File: src/rtl/tile_pkg.sv
// -----------------------------------------------------------------------------
// tile_pkg
// Shared types and defaults for the falling-tile lane tracker.
//   game_state_t : game FSM encoding (IDLE / PLAY / OVER)
//   Y_W          : width of a tile-top y coordinate
//   *_DEF        : default slot depth, hit-zone bounds, miss line, miss limit
//   sat_add_y    : y + speed, clamped at the all-ones coordinate
// -----------------------------------------------------------------------------
package tile_pkg;

    localparam int Y_W = 10;

    localparam int             DEPTH_DEF    = 4;
    localparam logic [Y_W-1:0] HIT_TOP_DEF  = 10'd400;
    localparam logic [Y_W-1:0] HIT_BOT_DEF  = 10'd440;
    localparam logic [Y_W-1:0] MISS_Y_DEF   = 10'd460;
    localparam logic [3:0]     MAX_MISS_DEF = 4'd3;

    typedef enum logic [1:0] {
        ST_IDLE = 2'd0,
        ST_PLAY = 2'd1,
        ST_OVER = 2'd2
    } game_state_t;

    function automatic logic [Y_W-1:0] sat_add_y(input logic [Y_W-1:0] y,
                                                  input logic [3:0]     inc);
        logic [Y_W:0] sum;
        sum = {1'b0, y} + {{(Y_W-3){1'b0}}, inc};
        return sum[Y_W] ? {Y_W{1'b1}} : sum[Y_W-1:0];
    endfunction

endpackage

File: src/rtl/tile_lane.sv
// -----------------------------------------------------------------------------
// tile_lane
// One lane of falling tiles: an ordered slot FIFO (slot 0 = oldest), per-frame
// advance, hit-zone judgement of the oldest tile and a kill-key synchronizer
// with rising-edge detect.
// Optional feature macro: TILE_MISS_PENALTY_EN -- a key press that does not
// land on an in-zone oldest tile is reported as a miss (tile is kept).
// Ports:
//   i_clk, i_srst   clock, synchronous active-high reset
//   i_en            lane accepts spawn/tick/kill (game in PLAY)
//   i_clear         empty all slots (game in IDLE)
//   i_tick          one-cycle frame pulse
//   i_spawn         one-cycle spawn pulse
//   i_kill          key level, asynchronous
//   i_speed         pixels added per frame
//   o_y, o_valid    registered slot contents, slot S at [S*Y_W +: Y_W]
//   o_hit, o_miss   combinational per-cycle judgement events (already gated
//                   by i_en); the parent registers them
// -----------------------------------------------------------------------------
module tile_lane
    import tile_pkg::*;
#(
    parameter int             DEPTH   = DEPTH_DEF,
    parameter logic [Y_W-1:0] HIT_TOP = HIT_TOP_DEF,
    parameter logic [Y_W-1:0] HIT_BOT = HIT_BOT_DEF,
    parameter logic [Y_W-1:0] MISS_Y  = MISS_Y_DEF
) (
    input  logic                 i_clk,
    input  logic                 i_srst,
    input  logic                 i_en,
    input  logic                 i_clear,
    input  logic                 i_tick,
    input  logic                 i_spawn,
    input  logic                 i_kill,
    input  logic [3:0]           i_speed,
    output logic [DEPTH*Y_W-1:0] o_y,
    output logic [DEPTH-1:0]     o_valid,
    output logic                 o_hit,
    output logic                 o_miss
);

    localparam int CNT_W = $clog2(DEPTH) + 1;

    logic [Y_W-1:0] r_y [DEPTH];
    logic [DEPTH-1:0] r_valid;
    logic r_sync1, r_sync2, r_kill_prev;

    logic [Y_W-1:0]   w_adv_y  [DEPTH];
    logic [Y_W-1:0]   w_next_y [DEPTH];
    logic [DEPTH-1:0] w_next_v;
    logic [CNT_W-1:0] w_count;
    logic [CNT_W-1:0] w_push_idx;
    logic w_kill_edge, w_do_tick, w_in_zone, w_hit, w_tick_miss;
    logic w_pop, w_full, w_push, w_drop, w_penalty;

    assign w_kill_edge = r_sync2 & ~r_kill_prev;
    assign w_do_tick   = i_en & i_tick;

    // Judged on the pre-tick position of the oldest tile.
    assign w_in_zone = r_valid[0] && (r_y[0] >= HIT_TOP) && (r_y[0] <= HIT_BOT);
    assign w_hit     = i_en & w_kill_edge & w_in_zone;

    // A hit already removes the oldest tile; the new oldest is not checked
    // until the next tick.
    assign w_tick_miss = w_do_tick & r_valid[0] & ~w_hit & (w_adv_y[0] >= MISS_Y);

    assign w_pop  = w_hit | w_tick_miss;
    assign w_full = r_valid[DEPTH-1];
    assign w_push = i_en & i_spawn & (~w_full | w_pop);
    assign w_drop = i_en & i_spawn & w_full & ~w_pop;

`ifdef TILE_MISS_PENALTY_EN
    assign w_penalty = i_en & w_kill_edge & ~w_in_zone;
`else
    assign w_penalty = 1'b0;
`endif

    assign o_hit  = w_hit;
    assign o_miss = w_tick_miss | w_drop | w_penalty;

    // Slots fill contiguously from 0, so occupancy is a popcount.
    always_comb begin
        w_count = '0;
        for (int i = 0; i < DEPTH; i++) begin
            w_count = w_count + CNT_W'(r_valid[i]);
        end
    end

    assign w_push_idx = w_count - CNT_W'(w_pop);

    genvar gi;
    generate
        for (gi = 0; gi < DEPTH; gi++) begin : g_slot
            assign w_adv_y[gi] = (w_do_tick && r_valid[gi]) ? sat_add_y(r_y[gi], i_speed)
                                                            : r_y[gi];

            logic [Y_W-1:0] w_up_y;
            logic           w_up_v;
            if (gi == DEPTH-1) begin : g_last
                assign w_up_y = '0;
                assign w_up_v = 1'b0;
            end else begin : g_mid
                assign w_up_y = w_adv_y[gi+1];
                assign w_up_v = r_valid[gi+1];
            end

            // Shift on pop, then drop the freshly spawned tile (y=0, not
            // advanced this cycle) into the first free slot.
            always_comb begin
                w_next_y[gi] = w_pop ? w_up_y : w_adv_y[gi];
                w_next_v[gi] = w_pop ? w_up_v : r_valid[gi];
                if (w_push && (w_push_idx == CNT_W'(gi))) begin
                    w_next_y[gi] = '0;
                    w_next_v[gi] = 1'b1;
                end
            end

            assign o_y[gi*Y_W +: Y_W] = r_y[gi];
        end
    endgenerate

    assign o_valid = r_valid;

    always_ff @(posedge i_clk) begin
        if (i_srst) begin
            r_sync1     <= 1'b0;
            r_sync2     <= 1'b0;
            r_kill_prev <= 1'b0;
            r_valid     <= '0;
            for (int i = 0; i < DEPTH; i++) r_y[i] <= '0;
        end else begin
            r_sync1     <= i_kill;
            r_sync2     <= r_sync1;
            r_kill_prev <= r_sync2;
            if (i_clear) begin
                r_valid <= '0;
                for (int i = 0; i < DEPTH; i++) r_y[i] <= '0;
            end else if (i_en) begin
                r_valid <= w_next_v;
                for (int i = 0; i < DEPTH; i++) r_y[i] <= w_next_v[i] ? w_next_y[i] : '0;
            end
        end
    end

endmodule

File: src/rtl/tile_lane_tracker.sv
// -----------------------------------------------------------------------------
// tile_lane_tracker
// Four lanes of falling tiles with game FSM (IDLE/PLAY/OVER), hit score and
// miss counter. Optional feature macro: TILE_MISS_PENALTY_EN (see tile_lane).
// Ports:
//   Clk, Reset            clock, synchronous active-high reset
//   frame_tick            one-cycle pulse per video frame
//   screen                1 = title screen, forces IDLE
//   block1..block4        one-cycle spawn pulses per lane
//   kill1..kill4          asynchronous key levels per lane
//   speed                 pixels per frame
//   tile_y, tile_valid    lane L slot S at [(L*DEPTH+S)*10 +: 10] / [L*DEPTH+S]
//   hit_pulse, miss_pulse per-lane one-cycle judgement pulses
//   score, misses         saturating hit / miss counters
//   game_over             high while in OVER
// -----------------------------------------------------------------------------
module tile_lane_tracker
    import tile_pkg::*;
#(
    parameter int         DEPTH    = DEPTH_DEF,
    parameter logic [9:0] HIT_TOP  = HIT_TOP_DEF,
    parameter logic [9:0] HIT_BOT  = HIT_BOT_DEF,
    parameter logic [9:0] MISS_Y   = MISS_Y_DEF,
    parameter logic [3:0] MAX_MISS = MAX_MISS_DEF
) (
    input  logic                     Clk,
    input  logic                     Reset,
    input  logic                     frame_tick,
    input  logic                     screen,
    input  logic                     block1,
    input  logic                     block2,
    input  logic                     block3,
    input  logic                     block4,
    input  logic                     kill1,
    input  logic                     kill2,
    input  logic                     kill3,
    input  logic                     kill4,
    input  logic [3:0]               speed,
    output logic [4*DEPTH*Y_W-1:0]   tile_y,
    output logic [4*DEPTH-1:0]       tile_valid,
    output logic [3:0]               hit_pulse,
    output logic [3:0]               miss_pulse,
    output logic [15:0]              score,
    output logic [3:0]               misses,
    output logic                     game_over
);

    game_state_t r_state, w_state_next;
    logic [3:0]  r_hit_pulse, r_miss_pulse;
    logic [15:0] r_score;
    logic [3:0]  r_misses;
    logic        r_game_over;

    logic [3:0]  w_block, w_kill, w_hit, w_miss;
    logic [2:0]  w_hit_cnt, w_miss_cnt;
    logic [16:0] w_score_sum;
    logic [4:0]  w_miss_sum;
    logic        w_en, w_clear;

    assign w_block = {block4, block3, block2, block1};
    assign w_kill  = {kill4, kill3, kill2, kill1};
    assign w_en    = (r_state == ST_PLAY);
    assign w_clear = (r_state == ST_IDLE);

    genvar gi;
    generate
        for (gi = 0; gi < 4; gi++) begin : g_lane
            tile_lane #(
                .DEPTH   (DEPTH),
                .HIT_TOP (HIT_TOP),
                .HIT_BOT (HIT_BOT),
                .MISS_Y  (MISS_Y)
            ) u_lane (
                .i_clk   (Clk),
                .i_srst  (Reset),
                .i_en    (w_en),
                .i_clear (w_clear),
                .i_tick  (frame_tick),
                .i_spawn (w_block[gi]),
                .i_kill  (w_kill[gi]),
                .i_speed (speed),
                .o_y     (tile_y[gi*DEPTH*Y_W +: DEPTH*Y_W]),
                .o_valid (tile_valid[gi*DEPTH +: DEPTH]),
                .o_hit   (w_hit[gi]),
                .o_miss  (w_miss[gi])
            );
        end
    endgenerate

    always_comb begin
        w_hit_cnt  = '0;
        w_miss_cnt = '0;
        for (int i = 0; i < 4; i++) begin
            w_hit_cnt  = w_hit_cnt  + 3'(w_hit[i]);
            w_miss_cnt = w_miss_cnt + 3'(w_miss[i]);
        end
    end

    assign w_score_sum = {1'b0, r_score} + 17'(w_hit_cnt);
    assign w_miss_sum  = {1'b0, r_misses} + 5'(w_miss_cnt);

    // The OVER decision uses the registered miss count, so the game ends the
    // cycle after the count reaches the limit.
    always_comb begin
        w_state_next = r_state;
        case (r_state)
            ST_IDLE: w_state_next = ST_PLAY;
            ST_PLAY: if (r_misses >= MAX_MISS) w_state_next = ST_OVER;
            ST_OVER: w_state_next = ST_OVER;
            default: w_state_next = ST_IDLE;
        endcase
        if (screen) w_state_next = ST_IDLE;
    end

    always_ff @(posedge Clk) begin
        if (Reset) begin
            r_state      <= ST_IDLE;
            r_hit_pulse  <= '0;
            r_miss_pulse <= '0;
            r_score      <= '0;
            r_misses     <= '0;
            r_game_over  <= 1'b0;
        end else begin
            r_state      <= w_state_next;
            r_game_over  <= (w_state_next == ST_OVER);
            r_hit_pulse  <= w_hit;
            r_miss_pulse <= w_miss;
            if (r_state == ST_IDLE) begin
                r_score  <= '0;
                r_misses <= '0;
            end else if (r_state == ST_PLAY) begin
                r_score  <= w_score_sum[16] ? 16'hFFFF : w_score_sum[15:0];
                r_misses <= (w_miss_sum >= {1'b0, MAX_MISS}) ? MAX_MISS : w_miss_sum[3:0];
            end
        end
    end

    assign hit_pulse  = r_hit_pulse;
    assign miss_pulse = r_miss_pulse;
    assign score      = r_score;
    assign misses     = r_misses;
    assign game_over  = r_game_over;

endmodule

File: config.mk
export PLATFORM = sky130hd
export DESIGN_NAME = tile_lane_tracker
export DESIGN_NICKNAME = d
export VERILOG_FILES = /design/src/rtl/tile_pkg.sv /design/src/rtl/tile_lane.sv /design/src/rtl/tile_lane_tracker.sv
export SDC_FILE = /design/constraint.sdc
export NUM_CORES = 1
export LEC_CHECK = 0
export ABC_CLOCK_PERIOD_IN_PS = 7800
export CORE_ASPECT_RATIO = 1.2
export CORE_MARGIN = 1
export CORE_UTILIZATION = 30
export DETAILED_ROUTE_END_ITERATION = 10
export PLACE_DENSITY = 0.5
export SYNTH_ARGS = -nofsm -noshare
export SYNTH_HDL_FRONTEND = slang
export SYNTH_SLANG_ARGS = --single-unit
File: constraint.sdc
create_clock -name Clk -period 7.8 [get_ports Clk]
set_input_delay 1.56 -clock Clk [delete_from_list [all_inputs] [get_ports Clk]]
set_output_delay 1.56 -clock Clk [all_outputs]
set_load 0.03 [all_outputs]
==> flow_metrics.py <==
metrics = {
    "finish": {
        "postLayoutCoreUtil_pct": 38.0,
        "fin_nets": 2122,
        "final_cell_area_mm2": 0.0195,
        "syn_to_final_growth_pct": 25.0,
        "instances_no_fill": 2722,
        "layout-drive-gt1-share_pct": 6.18,
    },
    "die": {
        "start_util_pct": 30.4,
        "rows": 91,
        "die_w_um": 210,
        "num_io_pins": 221,
        "die-area_mm2": 0.0530,
        "fp.dieH_um": 252,
        "core_mm2": 0.0514,
    },
    "pwr": {
        "p_leak_uw": 0.00701,
        "pwr_density_cell_mw_per_mm2": 134,
        "vdd_drop_max_mv": 0.159,
    },
    "sta": {
        "worst_pin_slew_ns": 1.15,
        "fin_ws_ns": 1.24,
        "setup_viol": 0,
        "slew_violations": 0,
        "finalCritPeriodShare_pct": 84.1,
        "period_needed_ns": 6.56,
        "skew_ns": 0.0143,
        "tns_ns": 0,
        "max_freq_mhz": 152,
        "slew_headroom_pct": 23.3,
        "finalHoldViolations": 0,
        "rsz0062_at_grt": "no",
    },
    "cts": {
        "cts_resized": 0,
        "clock_sinks": 219,
        "cts_hold_buffers": 0,
        "cts_buffers": 28,
        "clockBufferDepth": 3,
        "clockRootBuffer": "clkbuf_16",
        "cts_tree": "built",
        "path_clk_slew_ns": 0.06,
        "clock_latency_ns": 0.56,
        "h-tree-depth": 1,
        "postCtsSetupBuffers": 0,
    },
    "critical_path": {
        "cp_max_fo": 10,
        "reg2reg_depth": 22,
        "endpoint_kind": "register",
        "crit_start": "speed[0]",
        "crit_end": "g_lane[3].u_lane.r_y[2][6]$_SDFFE_PP0P_",
        "critPathRequiredTime_ns": 8.29,
        "worstSetupPathType": "in -> reg",
        "reg2reg_slack_ns": 2.42,
        "timing.rr.start": "g_lane[3].u_lane.r_y[0][0]$_SDFFCE_PP0P_",
        "cp.arrival_ns": 7.06,
        "worstReg2RegEnd": "g_lane[3].u_lane.r_y[2][6]$_SDFFE_PP0P_",
        "start_kind": "input pin",
    },
    "place": {
        "portBuffers": 220,
        "place_ws_ns": 0.693,
        "place_area_mm2": 0.0186,
        "dpl.hpwl_um": 38700,
        "dp_cells": 2669,
        "gp_congestion": 0.872,
    },
    "detailed_routing": {
        "routedWlPerCell_um": 19.0,
        "dr_wl_met3_um": 2470,
        "dr_wl_met2_um": 25300,
        "wl_met1_um": 22900,
        "top_layer": "met5",
        "drt_iter0_drc": 827,
        "drcViolationCount": 0,
        "viasPerCell": 5.23,
        "vias": 14200,
        "first_pass_iters": 5,
        "drt-total-wl_um": 51900,
        "antenna_left": 0,
    },
    "logic_synthesis": {
        "synth_top_cell_by_area": "edfxtp_1",
        "ys.flop_type": "edfxtp_1",
        "synth_cell_types": 84,
        "synth_top_cells_by_area": "edfxtp_1, dfxtp_1, ha_1",
        "yosys_warnings": 0,
        "synth_top_cell_area_share_pct": 23.1,
        "syn_area_mm2": 0.0156,
        "synth_seq_cells": 219,
        "syn_nets": 1915,
        "syn_inst": 1795,
        "ys_seq_area_share_pct": 35.8,
        "synth_edf_count": 120,
        "syn_avg_cell_area_um2": 8.70,
        "ys_async_sr_fraction_pct": 0,
    },
    "status": {
        "status": "completed",
    },
    "grt": {
        "grt_max_degree": 47,
        "track_usage_pct": 19.3,
        "grt_overflow": 0,
        "grt_pass1_vias": 14100,
        "antenna_found_initial": 2,
        "grt_pass1_wl_um": 80800,
    },
    "min_path": {
        "hold_class": "reg -> reg",
    },
    "run": {
        "maxCapViolCount": 0,
    },
}
==> layer usage <==
metal	global-route usage, %	up-vias
li1	-	6930
met1	24.7	6883
met2	33.3	349
met3	2.91	67
met4	5.51	2
met5	0	-
==> metrics by stage <==
| stage | power, uW | hold WS, ns |
|---|---|---|
| after floorplan | 1310 | 0.414 |
| after global placement | 1370 | 0.419 |
| after detailed placement | 1370 | 0.422 |
| after CTS | 2660 | 0.436 |
| after global routing | 2710 | 0.457 |
| final | 2620 | 0.432 |
==> cell usage after synthesis, types with 25 or more instances <==
master,instances
xor2_1,29
clkbuf_1,41
a21oi_1,109
xnor2_1,45
dfxtp_1,99
o21ai_0,96
o22ai_1,31
nand2b_1,33
mux2i_1,56
nand3_1,81
edfxtp_1,120
nor2_1,237
and2_1,30
nor3_1,34
nand2_1,155
fa_1,30
inv_1,99
ha_1,74
nor2b_1,44
a21o_1,25
==> flip-flops by register name, indices dropped and copies added, names as in the netlist <==
signal                     count
g_lane.u_lane.o_valid         16
g_lane.u_lane.r_kill_prev      4
g_lane.u_lane.r_sync1          4
g_lane.u_lane.r_sync2          4
g_lane.u_lane.r_y            160
game_over                      1
hit_pulse                      4
miss_pulse                     4
misses                         4
r_state                        2
score                         16
==> final cells by class <==
class | count | area (um2)
fill | 5246 | 31800
multi-input combinational | 1403 | 9350
sequential | 219 | 5590
timing repair buffer | 249 | 2420
tap | 697 | 872
clock buffer | 41 | 843
inverter | 101 | 379
clock inverter | 11 | 56.3
antenna | 1 | 2.50
==> cells by family after synthesis <==
| group | count (synthesis) | share of synthesized area [%] |
|---|---|---|
| AND/OR/NAND/NOR | 718 | 22.4 |
| AO/OA/AOI/OAI | 432 | 18.4 |
| flip-flops | 219 | 35.8 |
| buffers and inverters | 173 | 4.48 |
| adder cells (fa/ha/maj) | 104 | 9.78 |
| multiplexers | 75 | 4.96 |
| XOR/XNOR | 74 | 4.15 |
==> where the power goes <==
group | switching [uW] | internal, uW
clock | 531 | 746
sequential | 7.63 | 1210
combinational | 76.9 | 47.6
==> worst min-delay path by stage <==
stage                                              from                             endpoint  slack [ns]  cells past startpoint
global placement    g_lane[1].u_lane.r_sync1$_SDFF_PP0_  g_lane[1].u_lane.r_sync2$_SDFF_PP0_        0.42                      1
floorplan           g_lane[0].u_lane.r_sync1$_SDFF_PP0_  g_lane[0].u_lane.r_sync2$_SDFF_PP0_        0.41                      1
CTS                 g_lane[0].u_lane.r_sync1$_SDFF_PP0_  g_lane[0].u_lane.r_sync2$_SDFF_PP0_        0.44                      1
detailed placement  g_lane[0].u_lane.r_sync1$_SDFF_PP0_  g_lane[0].u_lane.r_sync2$_SDFF_PP0_        0.42                      1
finish              g_lane[0].u_lane.r_sync1$_SDFF_PP0_  g_lane[0].u_lane.r_sync2$_SDFF_PP0_        0.43                      1
global route        g_lane[3].u_lane.r_sync1$_SDFF_PP0_  g_lane[3].u_lane.r_sync2$_SDFF_PP0_        0.46                      1
==> cell usage in the layout (no fill, tap or decap), drive strengths merged, types with 15 or more instances in the layout <==
| master | netlist | layout |
|---|---|---|
| a211oi | 22 | 22 |
| mux2i | 56 | 56 |
| nand4 | 20 | 20 |
| clkbuf | 42 | 41 |
| and2 | 30 | 30 |
| dfxtp | 99 | 99 |
| nor2 | 237 | 237 |
| mux2 | 19 | 19 |
| nor3 | 34 | 34 |
| a31oi | 15 | 15 |
| o21ai | 97 | 97 |
| nand2b | 33 | 33 |
| and3 | 20 | 20 |
| nand3 | 84 | 84 |
| buf | 30 | 29 |
| nor2b | 44 | 44 |
| inv | 100 | 99 |
| a21o | 25 | 25 |
| edfxtp | 120 | 120 |
| fa | 30 | 30 |
| o22ai | 32 | 32 |
| xor2 | 29 | 29 |
| xnor2 | 45 | 45 |
| ha | 74 | 74 |
| clkdlybuf4s50 | 0 | 220 |
| a21oi | 109 | 109 |
| nand2 | 156 | 156 |
| o211ai | 16 | 16 |
==> critical path, stage by stage <==
cell and delay [ns]:
clkdlybuf4s50_1 0.57, ha_1 0.21, inv_1 0.05, fa_1 0.40, nand2b_1 0.18, a211oi_1 0.39
and3_1 0.29, mux2_2 0.35, a311o_1 0.34, o21a_2 0.21, inv_2 0.06, ha_1 0.21
inv_1 0.07, fa_1 0.16, inv_1 0.05, fa_1 0.37, xnor2_1 0.13, and3_1 0.20
nor2b_1 0.15, and2_1 0.18, o21ai_0 0.16, o2111a_1 0.50, a32o_1 0.23
Note: power is estimated with default switching activity, not from simulation.
